## src/rtl/mips_pkg.sv

```systemverilog
// Shared definitions for the MIPS fetch unit.
//   fetch_state_e : fetch sequencer states
//   INSTR_NOP     : instruction value presented while nothing has been fetched
//   PC_INC        : byte distance between sequential instructions
package mips_pkg;

    typedef enum logic [1:0] {
        FETCH_IDLE = 2'd0,
        FETCH      = 2'd1,
        HOLD       = 2'd2
    } fetch_state_e;

    localparam logic [31:0] INSTR_NOP = 32'h0000_0000;
    localparam logic [31:0] PC_INC    = 32'd4;

endpackage

```

## src/rtl/mips_next_pc.sv

```systemverilog
// Next-PC computation for a retiring instruction (pure combinational).
//   i_instr_pc      : address of the retiring instruction
//   i_branch_taken  : conditional branch resolved taken
//   i_branch_offset : sign-extended word offset relative to instr_pc + 4
//   i_jump          : unconditional jump, overrides the branch
//   i_jump_index    : 26-bit word index within the current 256 MB region
//   o_next_pc       : address of the next instruction to fetch
module mips_next_pc (
    input  logic [31:0] i_instr_pc,
    input  logic        i_branch_taken,
    input  logic [31:0] i_branch_offset,
    input  logic        i_jump,
    input  logic [25:0] i_jump_index,
    output logic [31:0] o_next_pc
);
    import mips_pkg::*;

    logic [31:0] w_pc4;
    logic [31:0] w_offset_bytes;
    logic [31:0] w_branch_target;
    logic [31:0] w_jump_target;

    assign w_pc4           = i_instr_pc + PC_INC;
    // Offset bits shifted out the top are discarded: the target wraps mod 2^32.
    assign w_offset_bytes  = i_branch_offset << 2;
    assign w_branch_target = w_pc4 + w_offset_bytes;
    assign w_jump_target   = {w_pc4[31:28], i_jump_index, 2'b00};

    always_comb begin
        o_next_pc = w_pc4;
        if (i_jump) begin
            o_next_pc = w_jump_target;
        end else if (i_branch_taken) begin
            o_next_pc = w_branch_target;
        end
    end

endmodule

```

## src/rtl/mips_fetch_unit.sv

```systemverilog
// Instruction fetch unit: owns the PC, fetches one word at a time over a
// req/ready handshake, holds it for decode until acknowledged, then advances.
//   i_clk, i_reset        : clock, asynchronous active-high reset
//   o_imem_req/o_imem_addr: fetch request and word-aligned address
//   i_imem_ready/rdata    : memory response, data valid with ready
//   o_instr/o_instr_pc    : held instruction and its address
//   o_instr_valid         : held instruction is valid
//   i_instr_ack           : consumer retires the held instruction
//   i_branch_taken/offset : branch outcome, sampled only at retire
//   i_jump/i_jump_index   : jump outcome, sampled only at retire
//   o_instr_count         : retired-instruction counter
module mips_fetch_unit #(
    parameter logic [31:0] RESET_PC = 32'h0000_0000
) (
    input  logic        i_clk,
    input  logic        i_reset,
    output logic        o_imem_req,
    output logic [31:0] o_imem_addr,
    input  logic        i_imem_ready,
    input  logic [31:0] i_imem_rdata,
    output logic [31:0] o_instr,
    output logic [31:0] o_instr_pc,
    output logic        o_instr_valid,
    input  logic        i_instr_ack,
    input  logic        i_branch_taken,
    input  logic [31:0] i_branch_offset,
    input  logic        i_jump,
    input  logic [25:0] i_jump_index,
    output logic [31:0] o_instr_count
);
    import mips_pkg::*;

    localparam logic [31:0] RESET_PC_ALIGNED = {RESET_PC[31:2], 2'b00};

    fetch_state_e r_state;
    fetch_state_e w_state_next;

    logic [31:0] r_pc;
    logic [31:0] r_instr;
    logic [31:0] r_instr_pc;
    logic        r_instr_valid;
    logic [31:0] r_instr_count;

    logic        w_fetch_done;
    logic        w_retire;
    logic [31:0] w_next_pc;

    assign w_fetch_done = (r_state == FETCH) && i_imem_ready;
    assign w_retire     = (r_state == HOLD) && i_instr_ack;

    mips_next_pc u_next_pc (
        .i_instr_pc     (r_instr_pc),
        .i_branch_taken (i_branch_taken),
        .i_branch_offset(i_branch_offset),
        .i_jump         (i_jump),
        .i_jump_index   (i_jump_index),
        .o_next_pc      (w_next_pc)
    );

    always_comb begin
        w_state_next = r_state;
        case (r_state)
            FETCH_IDLE: w_state_next = FETCH;
            FETCH:      if (i_imem_ready) w_state_next = HOLD;
            HOLD:       if (i_instr_ack) w_state_next = FETCH;
            default:    w_state_next = FETCH_IDLE;
        endcase
    end

    always_ff @(posedge i_clk or posedge i_reset) begin
        if (i_reset) begin
            r_state <= FETCH_IDLE;
        end else begin
            r_state <= w_state_next;
        end
    end

    always_ff @(posedge i_clk or posedge i_reset) begin
        if (i_reset) begin
            r_pc          <= RESET_PC_ALIGNED;
            r_instr       <= INSTR_NOP;
            r_instr_pc    <= RESET_PC_ALIGNED;
            r_instr_valid <= 1'b0;
            r_instr_count <= 32'd0;
        end else begin
            if (w_fetch_done) begin
                r_instr       <= i_imem_rdata;
                r_instr_pc    <= r_pc;
                r_instr_valid <= 1'b1;
            end
            if (w_retire) begin
                r_pc          <= w_next_pc;
                r_instr_count <= r_instr_count + 32'd1;
                r_instr_valid <= 1'b0;
            end
        end
    end

    // Request is decoded from state alone so ready/ack never reach an output.
    assign o_imem_req    = (r_state == FETCH);
    assign o_imem_addr   = r_pc;
    assign o_instr       = r_instr;
    assign o_instr_pc    = r_instr_pc;
    assign o_instr_valid = r_instr_valid;
    assign o_instr_count = r_instr_count;

endmodule
```

## config.mk

```make
export PLATFORM = sky130hd
export DESIGN_NAME = mips_fetch_unit
export DESIGN_NICKNAME = d
export VERILOG_FILES = /design/src/rtl/mips_pkg.sv /design/src/rtl/mips_next_pc.sv /design/src/rtl/mips_fetch_unit.sv
export SDC_FILE = /design/constraint.sdc
export NUM_CORES = 1
export LEC_CHECK = 0
export CAP_MARGIN = 20
export CORE_ASPECT_RATIO = 0.9
export CORE_MARGIN = 10
export CORE_UTILIZATION = 35
export CTS_BUF_LIST = sky130_fd_sc_hd__clkbuf_16
export DETAILED_ROUTE_END_ITERATION = 6
export GPL_ROUTABILITY_DRIVEN = 0
export GPL_TIMING_DRIVEN = 1
export SYNTH_ARGS = -nofsm -noshare
export SYNTH_HDL_FRONTEND = slang
export SYNTH_HIERARCHICAL = 1
export SYNTH_SLANG_ARGS = --single-unit
```

## constraint.sdc

```tcl
create_clock -name i_clk -period 7.5 [get_ports i_clk]
set_clock_uncertainty 0.05 [all_clocks]
set_input_delay 0.75 -clock i_clk [delete_from_list [all_inputs] [get_ports i_clk]]
set_output_delay 0.75 -clock i_clk [all_outputs]
set_load 0.02 [all_outputs]
```

; ---- Yosys cells after proc, flatten, opt, wreduce, memory -nomap -nowiden
; Index checks and enable logic that the tools add are counted.
[word_totals]
reg_bits = 131
wordCells = 25
output_inout_bits = 130
inputBits = 96
[op_classes]
n_addsub = 3
eq_ne = 4
mux = 7
n_reduce_logical = 5
[ops]
columns = operator, count
row1 = 32-bit 2-to-1 mux, 2
row2 = "32-bit by 1-bit adder with 32-bit output, second input constant", 1
row3 = "32-bit by 3-bit adder with 32-bit output, second input constant", 1
row4 = 32-bit adder, 1
row5 = 2-bit case mux with 3 select lines, 1
row6 = 2-bit 2-to-1 mux, 2
row7 = "2-bit by 1-bit == test with 1-bit output, second input constant", 1
row8 = "2-bit == test, second input constant", 1
row9 = 1-bit logical AND, 2
row10 = 2-bit zero test, 1
row11 = 1-bit 2-to-1 mux, 2
row12 = "2-bit by 1-bit != test with 1-bit output, second input constant", 1
row13 = "2-bit != test, second input constant", 1
row14 = 2-bit AND reduction, 1
row15 = 2-bit nonzero test, 1

; ---- Logic depth before layout (Yosys ltp)
[logic_depth]
word_depth = 4
depth_mapped = 15
ltp_nobuf = 14

; ---- By module
; Netlist, hierarchy kept.
[modules_own_cells]
columns = module, seq_area_each_um2, n_inst, area_per_inst_um2, cells_per_inst
row1 = mips_fetch_unit, 3278.1, 1, 5131.2, 340
row2 = mips_next_pc, 0.0, 1, 2907.8, 441

; ---- Least setup slack after synthesis
; No wires, ideal clock.
[synth_path]
path_type = reg-to-reg
start = register r_instr_pc[10], in the netlist o_instr_pc[10]
end = register r_pc[31], in the netlist o_imem_addr[31]
required_time_ns = 7.325
period_less_slack_ns = 3.688
setup_slack_ns = 3.812
n_path_buf = 1
arrival_time_ns = 3.513
path_stages_with_launch = 16
setup_time_ns = 0.125
cell_sequence = dfrtp_1 and4_1 nand3_4 nor3_2 nand4_1 xnor2_1 ha_1 buf_6 a211oi_2 o211ai_1 a221oi_2 nand3_1 or3_1 and3_1 xnor2_1 mux2_2
[synth_between]
elab_chain_len = 4
[synth_rtl]
columns = item, line_no
row1 = start: declaration, mips_fetch_unit.sv:40  ; logic [31:0] r_instr_pc;
row2 = start signal: assignment, mips_fetch_unit.sv:88  ; r_instr_pc <= r_pc;
row3 = 32-bit by 3-bit adder with 32-bit output (*), mips_next_pc.sv:23  ; assign w_pc4 = i_instr_pc + PC_INC;
row4 = 32-bit adder, mips_next_pc.sv:26  ; assign w_branch_target = w_pc4 + w_offset_bytes;
row5 = 32-bit 2-to-1 mux, mips_next_pc.sv:33  ; end else if (i_branch_taken) begin
row6 = 32-bit 2-to-1 mux (*), mips_next_pc.sv:31  ; if (i_jump) begin
row7 = named net w_next_pc[31], mips_fetch_unit.sv:46  ; logic [31:0] w_next_pc;
row8 = end signal: assignment, mips_fetch_unit.sv:92  ; r_pc <= w_next_pc;
row9 = end: declaration, mips_fetch_unit.sv:38  ; logic [31:0] r_pc;
; The timed path passes the listed nets; every way through them passes the cells marked *.
; A chain may end at the register's enable or synchronous reset.

; ---- Worst setup path after layout
[layout_path]
start = register r_instr_pc[2], in the netlist o_instr_pc[2]
end = register r_pc[31], in the netlist o_imem_addr[31]
; Same word-level chain as after synthesis.

==> flow_metrics.py <==
metrics = {
    "setup_path": {
        "crit_fanout": 9,
        "critical_path_class": "register to register",
        "end_kind": "register",
        "critPathLaunchType": "register",
        "rr_worst_depth": 13,
        "required_ps": 7750,
        "crit_arrival_ps": 4520,
    },
    "clock_tree": {
        "cts_sinks": 131,
        "cts_tree": "built",
        "cts-root-buf": "clkbuf_16",
        "clk_latency_ps": 420,
        "cts_max_level": 4,
        "clk_pin_slew_ps": 60,
        "cts_buffers": 17,
        "cts_resized": 0,
        "cts_max_path_buffers": 2,
        "hold_buffers": 0,
        "postCtsSetupRepairBufs": 0,
    },
    "floorplan": {
        "die_h_microns": 164,
        "core-area_sq_mm": 0.0226,
        "ios": 226,
        "die_w_microns": 180,
        "row_count": 52,
        "dieArea_sq_mm": 0.0294,
        "initial_core_util_pct": 35.6,
    },
    "sta": {
        "fin_ws_ps": 3230,
        "rsz0062_at_grt": "false",
        "period_minus_slack_ps": 4270,
        "setup-violations-final": 0,
        "hold_viol": 0,
        "clock.fmax_mhz": 234,
        "worst_pin_slew_ps": 1040,
        "max_slew_margin_pct": 30.4,
        "slew_viol_final": 0,
        "period_share_pct": 57.0,
        "finalSetupTns_ps": 0,
    },
    "pwr": {
        "switching_share_pct": 42.8,
        "p_int_mw": 2.58,
        "p_leak_nw": 4.71,
        "seqPwrFrac_pct": 27.7,
        "power.switching_mw": 1.93,
        "p_comb_share_pct": 54.5,
        "ir_worst_vdd_uv": 230,
        "powerDensity_mw_per_mm2": 407,
        "p_clk_share_pct": 17.8,
    },
    "placement": {
        "dpl_worst_slack_ps": 3260,
        "hpwl_microns": 19600,
        "portBuffers": 223,
    },
    "run_status": {
        "outcome": "complete, no violations",
    },
    "yosys": {
        "synth-xor-area-share_pct": 8.39,
        "synth_top_cell_by_area": "dfrtp_1",
        "postSynthAreaPerCell_sq_um": 10.3,
        "ys_types": 66,
        "synth_seq_cells": 131,
        "synthTopCellsByCount": "dfrtp_1, mux2_2, nand2_1",
        "async_reset_ff_share_pct": 100,
        "synth_seq_area_share_pct": 40.8,
        "synth_mux_area_share_pct": 14.6,
        "synth_top_area_share_pct": 40.8,
        "synth-edff-count": 0,
        "yosys.area_share.simple_pct": 16.2,
        "synth_top_family_by_area": "simple AND/OR/NAND/NOR gates",
        "synth.net_count": 916,
        "synthFlopType": "dfrtp_1",
        "yosysMostFrequentCell": "dfrtp_1",
        "netlist_top_cells_area": "dfrtp_1, mux2_2, ha_1",
        "synthCells": 781,
        "synth_compound_area_share_pct": 11.1,
        "synth-adder-area-share_pct": 6.16,
        "ys.warnings.count": 6,
        "syn_area_sq_mm": 0.00804,
    },
    "drt": {
        "firstDrtPassIters": 5,
        "drc": 0,
        "drt_wl_total_microns": 25600,
        "wire_per_inst_microns": 19.6,
        "vias_per_cell": 5.14,
        "via_count": 6718,
        "ant_nets": 0,
        "drt_iter0_markers": 499,
    },
    "cells_and_area": {
        "synthToLayoutAreaGrowth_pct": 38.0,
        "fin_util_pct": 49.1,
        "final_nets": 1132,
        "antenna_cells": 0,
        "drive_gt1_share_pct": 16.2,
    },
    "min_path": {
        "holdCritPathClass": "register to register",
        "hold_depth": 1,
    },
    "global_route": {
        "antenna_found_initial": 0,
        "grt_pass1_vias": 6862,
        "grt_usage_pct": 16.9,
        "grt_max_degree": 70,
        "grt_overflow_total": 0,
        "grt_pass1_wl_microns": 39600,
    },
    "run": {
        "max-cap-violations": 0,
    },
}
power by group through the flow:
stage | clock, mW | sequential (mW) | combinational (mW)
detailed placement | 0 | 1.26 | 2.46
floorplan | 0 | 1.52 | 1.22
global route | 0.856 | 1.30 | 2.67
CTS | 0.824 | 1.25 | 2.47
finish | 0.803 | 1.25 | 2.46
global placement | 0 | 1.25 | 2.46
layer usage:
| layer | track usage [%] | vias to the layer above | part of all wire [%] |
|---|---|---|---|
| li1 | - | 3246 | - |
| met1 | 21.4 | 3227 | 45 |
| met2 | 26.2 | 224 | 45 |
| met3 | 7.22 | 21 | 9.5 |
| met4 | 4.17 | 0 | 1.2 |
| met5 | 0 | - | 0 |
kinds of logic after synthesis:
logic type	after synthesis
buf+inv	49
compound gates	141
mux	105
xor+xnor	77
flops	131
simple gates	239
fa+ha+maj	39
layout by cell type (no fill, tap or decap), types with 4 or more instances in the layout:
cell type,n
o21bai_1,4
nand2b_1,6
inv_8,4
dfrtp_1,131
nor3_1,16
nor4_1,4
nand4_1,19
a21o_1,9
or3_1,4
nor2b_1,6
clkbuf_16,17
and3_1,9
nor2_1,43
o211ai_1,6
a211oi_1,4
clkdlybuf4s50_1,223
nand2_1,71
inv_1,18
o21ai_0,28
xor2_1,30
ha_1,38
xnor2_1,47
inv_6,6
buf_4,4
a21oi_1,48
and3_2,4
and4_1,6
o22ai_1,9
a31oi_1,5
mux2i_1,7
mux2_2,98
nand3_1,25
o31ai_1,4
registers in the layout (all words and copies together), names as in the netlist:
signal and count:
o_instr_count 32, o_instr_valid 1, o_instr_pc 32, o_instr 32
o_imem_addr 32, r_state 2
layout make-up:
cell class	instances	area [sq um]
clock buffer	17	425
clock inverter	15	138
fill	2141	11500
inverter	19	76.3
multi-input combinational	601	4540
sequential	131	3280
tap	297	372
timing repair buffer	227	2260
critical path: stages, from the launching register on:
cell,delay (ps)
dfrtp_1,530
ha_1,400
inv_1,70
nor3_1,540
nand3_1,180
xnor2_1,270
ha_1,380
a21oi_1,170
o21ai_1,160
or3_1,430
or3_1,360
and3_1,220
xnor2_1,130
mux2_2,250
through the flow:
step / instance area (sq um) / std cells / hold WS [ps] / total power, mW
floorplan: 8040 / 781 / 415 / 2.74
global placement: 10500 / 1275 / 407 / 3.71
detailed placement: 10500 / 1275 / 407 / 3.72
CTS: 11100 / 1307 / 420 / 4.55
global route: 11100 / 1307 / 427 / 4.82
finish: 11100 / 1307 / 417 / 4.51
path summary, 6_finish.rpt:
path                                endpoint  slack, ps              start
max                          o_imem_addr[31]       3230      o_instr_pc[2]
min                        o_instr_count[31]        420  o_instr_count[31]
min reg2reg                o_instr_count[31]        420  o_instr_count[31]
max in group asynchronous  o_instr_count[15]       5350            i_reset
min in group asynchronous        o_instr[12]        750            i_reset
max reg2reg                  o_imem_addr[31]       3230      o_instr_pc[2]
Power figures use the tool's default switching activity.
